--- config.mk ---
export PLATFORM = sky130hd
export DESIGN_NAME = vec_mem_scheduler
export DESIGN_NICKNAME = d
export VERILOG_FILES = /design/src/rtl/vec_mem_pkg.sv /design/src/rtl/rr_arbiter2.sv /design/src/rtl/vec_mem_scheduler.sv
export SDC_FILE = /design/constraint.sdc
export NUM_CORES = 1
export LEC_CHECK = 0
export CAP_MARGIN = 20
export CORE_AREA = 2 2 338 340
export CTS_CLUSTER_SIZE = 24
export DETAILED_ROUTE_END_ITERATION = 16
export DIE_AREA = 0 0 340 342
export HOLD_SLACK_MARGIN = 0.08
export PLACE_DENSITY_LB_ADDON = 0.2
export SYNTH_ARGS = -nofsm -noshare
export SYNTH_HDL_FRONTEND = slang
export SYNTH_HIERARCHICAL = 1
export SYNTH_SLANG_ARGS = --single-unit
--- constraint.sdc ---
create_clock -name CLK -period 3.75 [get_ports CLK]
set_input_delay 0.75 -clock CLK [delete_from_list [all_inputs] [get_ports CLK]]
set_output_delay 0.75 -clock CLK [all_outputs]
set_load 0.005 [all_outputs]
--- src/rtl/vec_mem_pkg.sv ---
// vec_mem_pkg: shared sizes, vector type and scan FSM states for the vector memory scheduler.
package vec_mem_pkg;
    localparam int LANES        = 8;
    localparam int VEC_LANES    = 16;
    localparam int LANE_W       = 16;
    localparam int IMAGE_PIXELS = 96 * 96;

    typedef logic [VEC_LANES-1:0][LANE_W-1:0] vec_t;

    typedef enum logic [1:0] {IDLE, RUN, DRAIN} scan_state_t;

    function automatic vec_t mask_vec(vec_t v);
        vec_t r = '0;
        for (int i = 0; i < LANES; i++) r[i] = v[i];
        return r;
    endfunction
endpackage

--- src/rtl/rr_arbiter2.sv ---
// rr_arbiter2: two-requester round-robin arbiter; req[0] wins ties after reset.
module rr_arbiter2 (
    input  logic       clk,
    input  logic       rst_n,
    input  logic       en,
    input  logic [1:0] req,
    output logic [1:0] gnt
);
    logic last_q, last_d;

    always_comb begin
        gnt    = en ? ((req == 2'b11) ? (last_q ? 2'b01 : 2'b10) : req) : 2'b00;
        last_d = (gnt == 2'b00) ? last_q : gnt[1];
    end

    always_ff @(posedge clk) last_q <= !rst_n ? 1'b1 : last_d;
endmodule

--- src/rtl/vec_mem_scheduler.sv ---
// vec_mem_scheduler: shares the vector read port between CPU loads and a streaming scan engine,
// with address bounds checks and registered responses.
module vec_mem_scheduler
    import vec_mem_pkg::*;
#(
    parameter int IMAGE_WIDTH  = 96,
    parameter int IMAGE_HEIGHT = 96
) (
    input  logic        CLK,
    input  logic        RST_N,
    input  logic        cpu_req_valid,
    input  logic [15:0] cpu_addr,
    output logic        cpu_req_ready,
    output logic        cpu_rsp_valid,
    output logic        cpu_rsp_err,
    output vec_t        cpu_rsp_data,
    input  logic        scan_start,
    input  logic [15:0] scan_base,
    input  logic [15:0] scan_len,
    output logic        scan_busy,
    output logic        scan_done,
    output logic        scan_err,
    output logic        scan_out_valid,
    input  logic        scan_out_ready,
    output logic [15:0] scan_out_addr,
    output vec_t        scan_out_data,
    output logic [15:0] mem_addr,
    input  vec_t        mem_rd
);
    localparam int PIX = IMAGE_WIDTH * IMAGE_HEIGHT;

    scan_state_t state_q, state_d;
    logic [15:0] cur_q, cur_d, rem_q, rem_d, saddr_q, saddr_d;
    logic        sv_q, sv_d, cv_q, cv_d, cerr_q, cerr_d, done_q, done_d, derr_q, derr_d;
    vec_t        sdata_q, sdata_d, cdata_q, cdata_d;
    logic [1:0]  gnt;
    logic        drain, scan_elig, cpu_ok, scan_bad;

    assign drain     = sv_q && scan_out_ready;
    assign scan_elig = (state_q == RUN) && (rem_q != 16'd0) && (!sv_q || drain);
    assign cpu_ok    = ({1'b0, cpu_addr} + 17'(LANES - 1)) <= 17'(PIX - 1);
    assign scan_bad  = (32'(scan_base) + 32'(scan_len) * 32'(LANES) - 32'd1) > 32'(PIX - 1);

    rr_arbiter2 u_arb (
        .clk   (CLK),
        .rst_n (RST_N),
        .en    (RST_N),
        .req   ({scan_elig, cpu_req_valid}),
        .gnt   (gnt)
    );

    always_comb begin
        state_d = state_q;
        cur_d   = cur_q;
        rem_d   = rem_q;
        done_d  = 1'b0;
        derr_d  = 1'b0;
        if (state_q == IDLE && scan_start) begin
            done_d  = (scan_len == 16'd0) || scan_bad;
            derr_d  = (scan_len != 16'd0) && scan_bad;
            state_d = done_d ? IDLE : RUN;
            cur_d   = scan_base;
            rem_d   = scan_len;
        end
        if (gnt[1]) begin
            cur_d   = cur_q + 16'(LANES);
            rem_d   = rem_q - 16'd1;
            state_d = (rem_q == 16'd1) ? DRAIN : RUN;
        end
        if (state_q == DRAIN && drain) begin
            state_d = IDLE;
            done_d  = 1'b1;
        end
        // a fill in the same cycle as a drain simply overwrites the stream register
        sv_d    = gnt[1] ? 1'b1 : (drain ? 1'b0 : sv_q);
        saddr_d = gnt[1] ? cur_q : saddr_q;
        sdata_d = gnt[1] ? mask_vec(mem_rd) : sdata_q;
        cv_d    = gnt[0];
        cerr_d  = gnt[0] && !cpu_ok;
        cdata_d = (gnt[0] && cpu_ok) ? mask_vec(mem_rd) : '0;
    end

    always_ff @(posedge CLK) begin
        if (!RST_N) begin
            state_q <= IDLE;
            cur_q   <= '0;
            rem_q   <= '0;
            saddr_q <= '0;
            sdata_q <= '0;
            sv_q    <= 1'b0;
            cv_q    <= 1'b0;
            cerr_q  <= 1'b0;
            cdata_q <= '0;
            done_q  <= 1'b0;
            derr_q  <= 1'b0;
        end else begin
            state_q <= state_d;
            cur_q   <= cur_d;
            rem_q   <= rem_d;
            saddr_q <= saddr_d;
            sdata_q <= sdata_d;
            sv_q    <= sv_d;
            cv_q    <= cv_d;
            cerr_q  <= cerr_d;
            cdata_q <= cdata_d;
            done_q  <= done_d;
            derr_q  <= derr_d;
        end
    end

    assign cpu_req_ready  = gnt[0];
    assign mem_addr       = gnt[0] ? cpu_addr : (gnt[1] ? cur_q : 16'd0);
    assign cpu_rsp_valid  = cv_q;
    assign cpu_rsp_err    = cerr_q;
    assign cpu_rsp_data   = cdata_q;
    assign scan_busy      = state_q != IDLE;
    assign scan_done      = done_q;
    assign scan_err       = derr_q;
    assign scan_out_valid = sv_q;
    assign scan_out_addr  = saddr_q;
    assign scan_out_data  = sdata_q;
endmodule

## Yosys cells after proc, flatten, opt, wreduce, memory -nomap -nowiden

Cells that the tools add are included.

- Register bits after elaboration: 440
- Latch bits: 0
- Bits in writable memories: 0
- Bits in read-only memories: 0
- Output and inout port bits: 551
- Word-level logic and storage cells: 86
- Memories kept: 0

- $add $sub $neg: 5
- $mul: 0
- Div/mod/pow operators: 0
- Order comparisons: 2
- Equality and inequality tests: 4
- Shift operators: 0
- Multiplexer cells: 17
- Bitwise operators: 1
- Reductions and logical operators: 23

Operator list:

| operator | count |
|---|---|
| 16-bit 2-to-1 mux | 6 |
| 32-bit by 14-bit > comparator with 1-bit output (second input constant) | 1 |
| 16-bit nonzero test | 2 |
| 20-bit by 1-bit subtractor with 21-bit output (second input constant) | 1 |
| 16-bit by 19-bit adder with 20-bit output | 1 |
| 16-bit by 3-bit adder with 17-bit output (second input constant) | 1 |
| 17-bit by 14-bit <= comparator with 1-bit output (second input constant) | 1 |
| 16-bit by 4-bit adder with 16-bit output (second input constant) | 1 |
| 16-bit by 1-bit == test with 1-bit output (second input constant) | 1 |
| 16-bit logical NOT | 1 |
| 16-bit by 1-bit subtractor with 16-bit output (second input constant) | 1 |
| 2-bit 2-to-1 mux | 6 |
| 1-bit logical AND | 8 |
| 2-bit nonzero test | 3 |
| 1-bit 2-to-1 mux | 5 |
| 2-bit == test (second input constant) | 2 |
| 2-bit logical NOT | 2 |
| 2-bit AND reduction | 2 |
| 2-bit by 1-bit == test with 1-bit output (second input constant) | 1 |
| 1-bit logical NOT | 2 |
| 1-bit logical OR | 2 |
| 2-bit OR reduction | 1 |
| 1-bit inverter | 1 |

## Logic depth before layout (Yosys ltp)

- Depth in word-level cells: 8
- Mapped depth: 13

## By module

The synthesis kept the hierarchy.

By module, submodules not included:

| module | times used | cells each | area each (µm²) | sequential area each (µm²) |
|---|---|---|---|---|
| vec_mem_scheduler | 1 | 1528 | 14571.5 | 6226.0 |
| rr_arbiter2 | 1 | 8 | 56.3 | 20.0 |

## Least setup slack after synthesis

OpenSTA, ideal clock, no wires.

- Path type: input-to-reg
- Start point: input scan_base[5]
- End point: register done_q, in the netlist scan_done
- Library setup time: 0.130 ns
- Arrival time: 3.193 ns
- Data required time: 3.620 ns
- Slack: 0.427 ns
- Cell stages on the path: 12
- Path buffers: 0
- Cells stage by stage: inv_1 -> ha_1 -> inv_1 -> ha_1 -> a21o_1 -> and3_4 -> o41ai_2 -> o21ai_1 -> xor2_1 -> or4_4 -> nor4_4 -> a31oi_1

- Cells in the longest elaborated chain, start to end: 6

RTL lines:

| item | RTL line | source |
|---|---|---|
| start: declaration | vec_mem_scheduler.sv:18 | `input logic [15:0] scan_base,` |
| 16-bit by 19-bit adder with 20-bit output | vec_mem_scheduler.sv:42 | `assign scan_bad = (32'(scan_base) + 32'(scan_len) * 32'(LANES) - 32'd1) > 32'(PIX - 1);` |
| 20-bit by 1-bit subtractor with 21-bit output | vec_mem_scheduler.sv:42 |  |
| 32-bit by 14-bit > comparator with 1-bit output | vec_mem_scheduler.sv:42 |  |
| 1-bit logical OR | vec_mem_scheduler.sv:59 | `done_d = (scan_len == 16'd0) \|\| scan_bad;` |
| 1-bit 2-to-1 mux | vec_mem_scheduler.sv:58 | `if (state_q == IDLE && scan_start) begin` |
| 1-bit 2-to-1 mux | vec_mem_scheduler.sv:70 | `if (state_q == DRAIN && drain) begin` |
| end signal: assignment | vec_mem_scheduler.sv:106 | `done_q <= done_d;` |
| end: declaration | vec_mem_scheduler.sv:34 | `logic sv_q, sv_d, cv_q, cv_d, cerr_q, cerr_d, done_q, done_d, derr_q, derr_d;` |

Every way passes these cells.
A chain may end at the register's enable or synchronous reset.

## Final worst setup path

- Start point: register rem_q[9]
- End point: output mem_addr[11]

- Cells in the longest elaborated chain, start to end: 8

RTL lines:

| item | RTL line | source |
|---|---|---|
| start: declaration | vec_mem_scheduler.sv:33 | `logic [15:0] cur_q, cur_d, rem_q, rem_d, saddr_q, saddr_d;` |
| start signal: assignment | vec_mem_scheduler.sv:99 | `rem_q <= rem_d;` |
| 16-bit nonzero test (*) | vec_mem_scheduler.sv:40 | `assign scan_elig = (state_q == RUN) && (rem_q != 16'd0) && (!sv_q \|\| drain);` |
| 1-bit logical AND (*) (2 in series) | vec_mem_scheduler.sv:40 |  |
| named net scan_elig | vec_mem_scheduler.sv:37 | `logic drain, scan_elig, cpu_ok, scan_bad;` |
| 2-bit == test | rr_arbiter2.sv:12 | `gnt = en ? ((req == 2'b11) ? (last_q ? 2'b01 : 2'b10) : req) : 2'b00;` |
| 2-bit 2-to-1 mux (*) (2 in series) | rr_arbiter2.sv:12 |  |
| 16-bit 2-to-1 mux | vec_mem_scheduler.sv:112 | `assign mem_addr = gnt[0] ? cpu_addr : (gnt[1] ? cur_q : 16'd0);` |
| 16-bit 2-to-1 mux (*) | vec_mem_scheduler.sv:112 |  |
| end: declaration | vec_mem_scheduler.sv:27 | `output logic [15:0] mem_addr,` |

The timed path passes the listed nets; every way through them passes the cells marked *.

==> summary.txt <==
Synthesis
  • Syn_area_per_cell: 9.523 um^2
  • Async SR Flop Fraction: 0%
  • Mapped Cells: 1536
  • Predominant post-synthesis flop cell: dfxtp_1
  • Yosys warning count: 6
  • Area fraction of the dominant cell type after synthesis: 42.70%
  • Count leader, synth: dfxtp_1
  • Synth top cells by count: 312 x dfxtp_1, 256 x buf_4, 150 x nor2b_1, 146 x mux2i_1, 137 x and3_1
  • Post-synth EDFFs: 0
  • Largest area contributor in the netlist: dfxtp_1
  • Synth cell types: 60
  • Mapped Area: approximately 0.015 mm^2
  • Synth area leaders: dfxtp_1 43%, buf_4 13%, mux2i_1 10%, nor2b_1 6.4%, and3_1 5.9%
  • Seq cells post-synth: around 310
  • Post-synthesis sequential area ratio: 42.70%

Finish
  • Fraction of layout cells with a size suffix above 1: a little under an eighth
  • Synth-to-Final Area Change: 53.82%
  • Non-filler instance count after layout: 3641
  • Layout net count: approximately 2400
  • Final design utilization: 19.89%

Clock tree
  • CTS root buffer: clkbuf_16
  • CTS HTree Levels: 2
  • Clock Pin Slew Worst Setup and Hold Paths: 60 ps
  • Cts bufs inserted: 43
  • CTS tree: built
  • Clk buf depth: 3
  • Worst-Skew Late Latency: ~600 ps
  • Hold_buf cts: 0
  • Clock tree sinks: 312

STA
  • Slew headroom: slightly above 40%
  • Final setup viols: 0
  • Max-slew violations: 0
  • Worst Tran Pin Value: 877.9 ps
  • RSZ-0062 raised after global routing: true
  • Peak Freq: 269.2 MHz
  • Tcrit/Tclk final: between 90 and 100%
  • Final clock skew: 21.29 ps
  • Final Hold Fails: 0
  • Tmin final: 3714 ps

Global routing
  • Global-route wire length before repair: 78970 um
  • Remaining global-route overflow: 0
  • Largest net degree at the start of global routing: between 80 and 90
  • Number of global-route vias before repair: 11840
  • Initial antenna violation count: 6
  • Tot GR Track Use: under 10%

Setup path
  • CP most frequent cell: buf_6
  • CP max FO: 4
  • Worst path required time: ~3000 ps
  • CP max stage delay: 550 ps
  • Crit-path cells: or4_4 -> nor4_4 -> buf_4 -> nand2b_4 -> nor2_4 -> nor4b_4 -> buf_4 -> a21oi_4 -> buf_12 -> buf_6 -> buf_6 -> o21ai_2 -> buf_6
  • Crit Path Category: flip-flop to primary output
  • Worst setup SP type: flip-flop
  • Worst path arrival time: 2960 ps
  • Crit-path slowest cell: or4_4
  • Crit end category: primary output

Placed design
  • DP HPWL: 42720 um
  • RePlAce Congestion: roughly 0.75
  • Placed cell count: between 3000 and 4000
  • Port buffer count: between 400 and 500

Detailed routing
  • Drt wl/cell: about 15 um
  • Vias per Instance: around 3.2
  • Final ANT Viol Nets: 0
  • Starting DRT DRC Count: ~290
  • DR DRC count: 0
  • Total Wirelength: 55960 um
  • Drt pass-1 iters: 4
  • Vias: 11700

Power and ir drop
  • Power Total: 8551 uW
  • Peak VDD IR: between 0.2 and 0.25 mV
  • Pleak: just over 0.009 uW
  • Power Dens Cells: 380.1 mW/mm^2

Die
  • Die extent in x: 340 um
  • CORE AREA: roughly 0.11 mm^2
  • Die Y-Extent: roughly 340 um
  • DIE AREA: 0.1163 mm^2
  • I/O pin total: 860
  • Row count: 124
  • Initial Util: between 10% and 20%

Run status
  • Status: complete, no violations

Min path
  • Hold Path Class: flip-flop to flip-flop

Job
  • Max_cap viols: 0
==> placed cells by master, fill, tap and decap left out, drive strengths merged, types with 10 or more instances in the layout <==
| master | count |
|---|---|
| inv | 71 |
| a21boi | 16 |
| and3 | 138 |
| a21oi | 32 |
| dfxtp | 312 |
| clkdlybuf4s50 | 457 |
| o21ai | 32 |
| xor2 | 15 |
| nor2 | 30 |
| ha | 38 |
| clkbuf | 61 |
| nor2b | 150 |
| xnor2 | 12 |
| o211a | 14 |
| buf | 137 |
| conb | 256 |
| nor3 | 10 |
| mux2i | 146 |
| nand2 | 67 |
| nand2b | 21 |
| nor4 | 10 |
| mux2 | 11 |
| nand3 | 10 |
==> where the power goes <==
part | switching [uW] | internal [uW]
clock | 1690 | 2400
combinational | 523 | 536
sequential | 35.7 | 3360
==> routing by layer <==
metal | global-route usage [%] | vias up | share of wire [%]
li1 | - | 5742 | -
met1 | 10.92 | 5443 | 43
met2 | 15.18 | 446 | 47
met3 | 3.007 | 64 | 7.5
met4 | 2.590 | 6 | 2.2
met5 | 0 | - | 0.050
==> worst max-delay path, delay by kind of cell (launching register included) <==
kind | cells | cell delay, ps
AOI/OAI and AO/OA | 2 | 280
DFF | 1 | 320
and+or+nand+nor | 5 | 950
buffers and inverters | 6 | 810
==> sequential cells by signal, indices dropped and copies added (netlist names) <==
name	flops
scan_out_addr	16
u_arb/last_q	1
cpu_rsp_err	1
state_q	2
scan_out_valid	1
scan_done	1
scan_out_data	128
cur_q	16
cpu_rsp_valid	1
cpu_rsp_data	128
scan_err	1
rem_q	16
==> cell families (layout without fill, tap and decap cells) <==
group           after synthesis  in the layout  share of synthesized area [%]
compound gates              133            133                          6.150
xor+xnor                     27             27                          1.617
fa+ha+maj                    39             39                          3.387
buf+inv                     404            739                          17.01
flops                       312            312                          42.70
mux                         157            157                          10.84
other cells                   1            259                        0.02564
simple gates                463            463                          18.27
==> final cells by class <==
cell class | count | area [um^2]
tap | 1512 | 1892
multi-input combinational | 1075 | 6992
sequential | 312 | 6250
fill | 12480 | 90600
clock inverter | 16 | 172.7
inverter | 68 | 255.2
timing repair buffer | 595 | 5722
clock buffer | 60 | 1210
antenna | 3 | 7.507
==> worst paths after layout <==
kind                          start  cells past startpoint            endpoint  slack (ps)
setup / recovery           rem_q[9]                     13        mem_addr[11]          40
hold / removal    scan_out_addr[14]                      2   scan_out_addr[14]         480
setup reg to reg           rem_q[8]                     14  scan_out_data[113]         340
hold reg to reg   scan_out_addr[14]                      2   scan_out_addr[14]         480
==> per-stage QoR <==
stage	hold WS, ps	worst slack (ps)	area (um^2)	setup TNS (ps)
finish	481.8	35.82	22500	0
CTS	487.7	-221.6	22440	-2914
detailed placement	477.0	-614.9	20950	-22040
floorplan	460.6	426.9	15580	0
global placement	468.8	-609.3	20950	-12990
global route	503.1	-123.6	22500	-1536
==> repair_timing <==
action | 4_1_cts | 5_1_grt
gates resized for setup | 128 | 5
gates cloned | 0 | 1
pin swaps | 5 | 5
setup buffers | 6 | 2
setup endpoints to repair | 17 | 17
(Power assumes the default switching activity.)
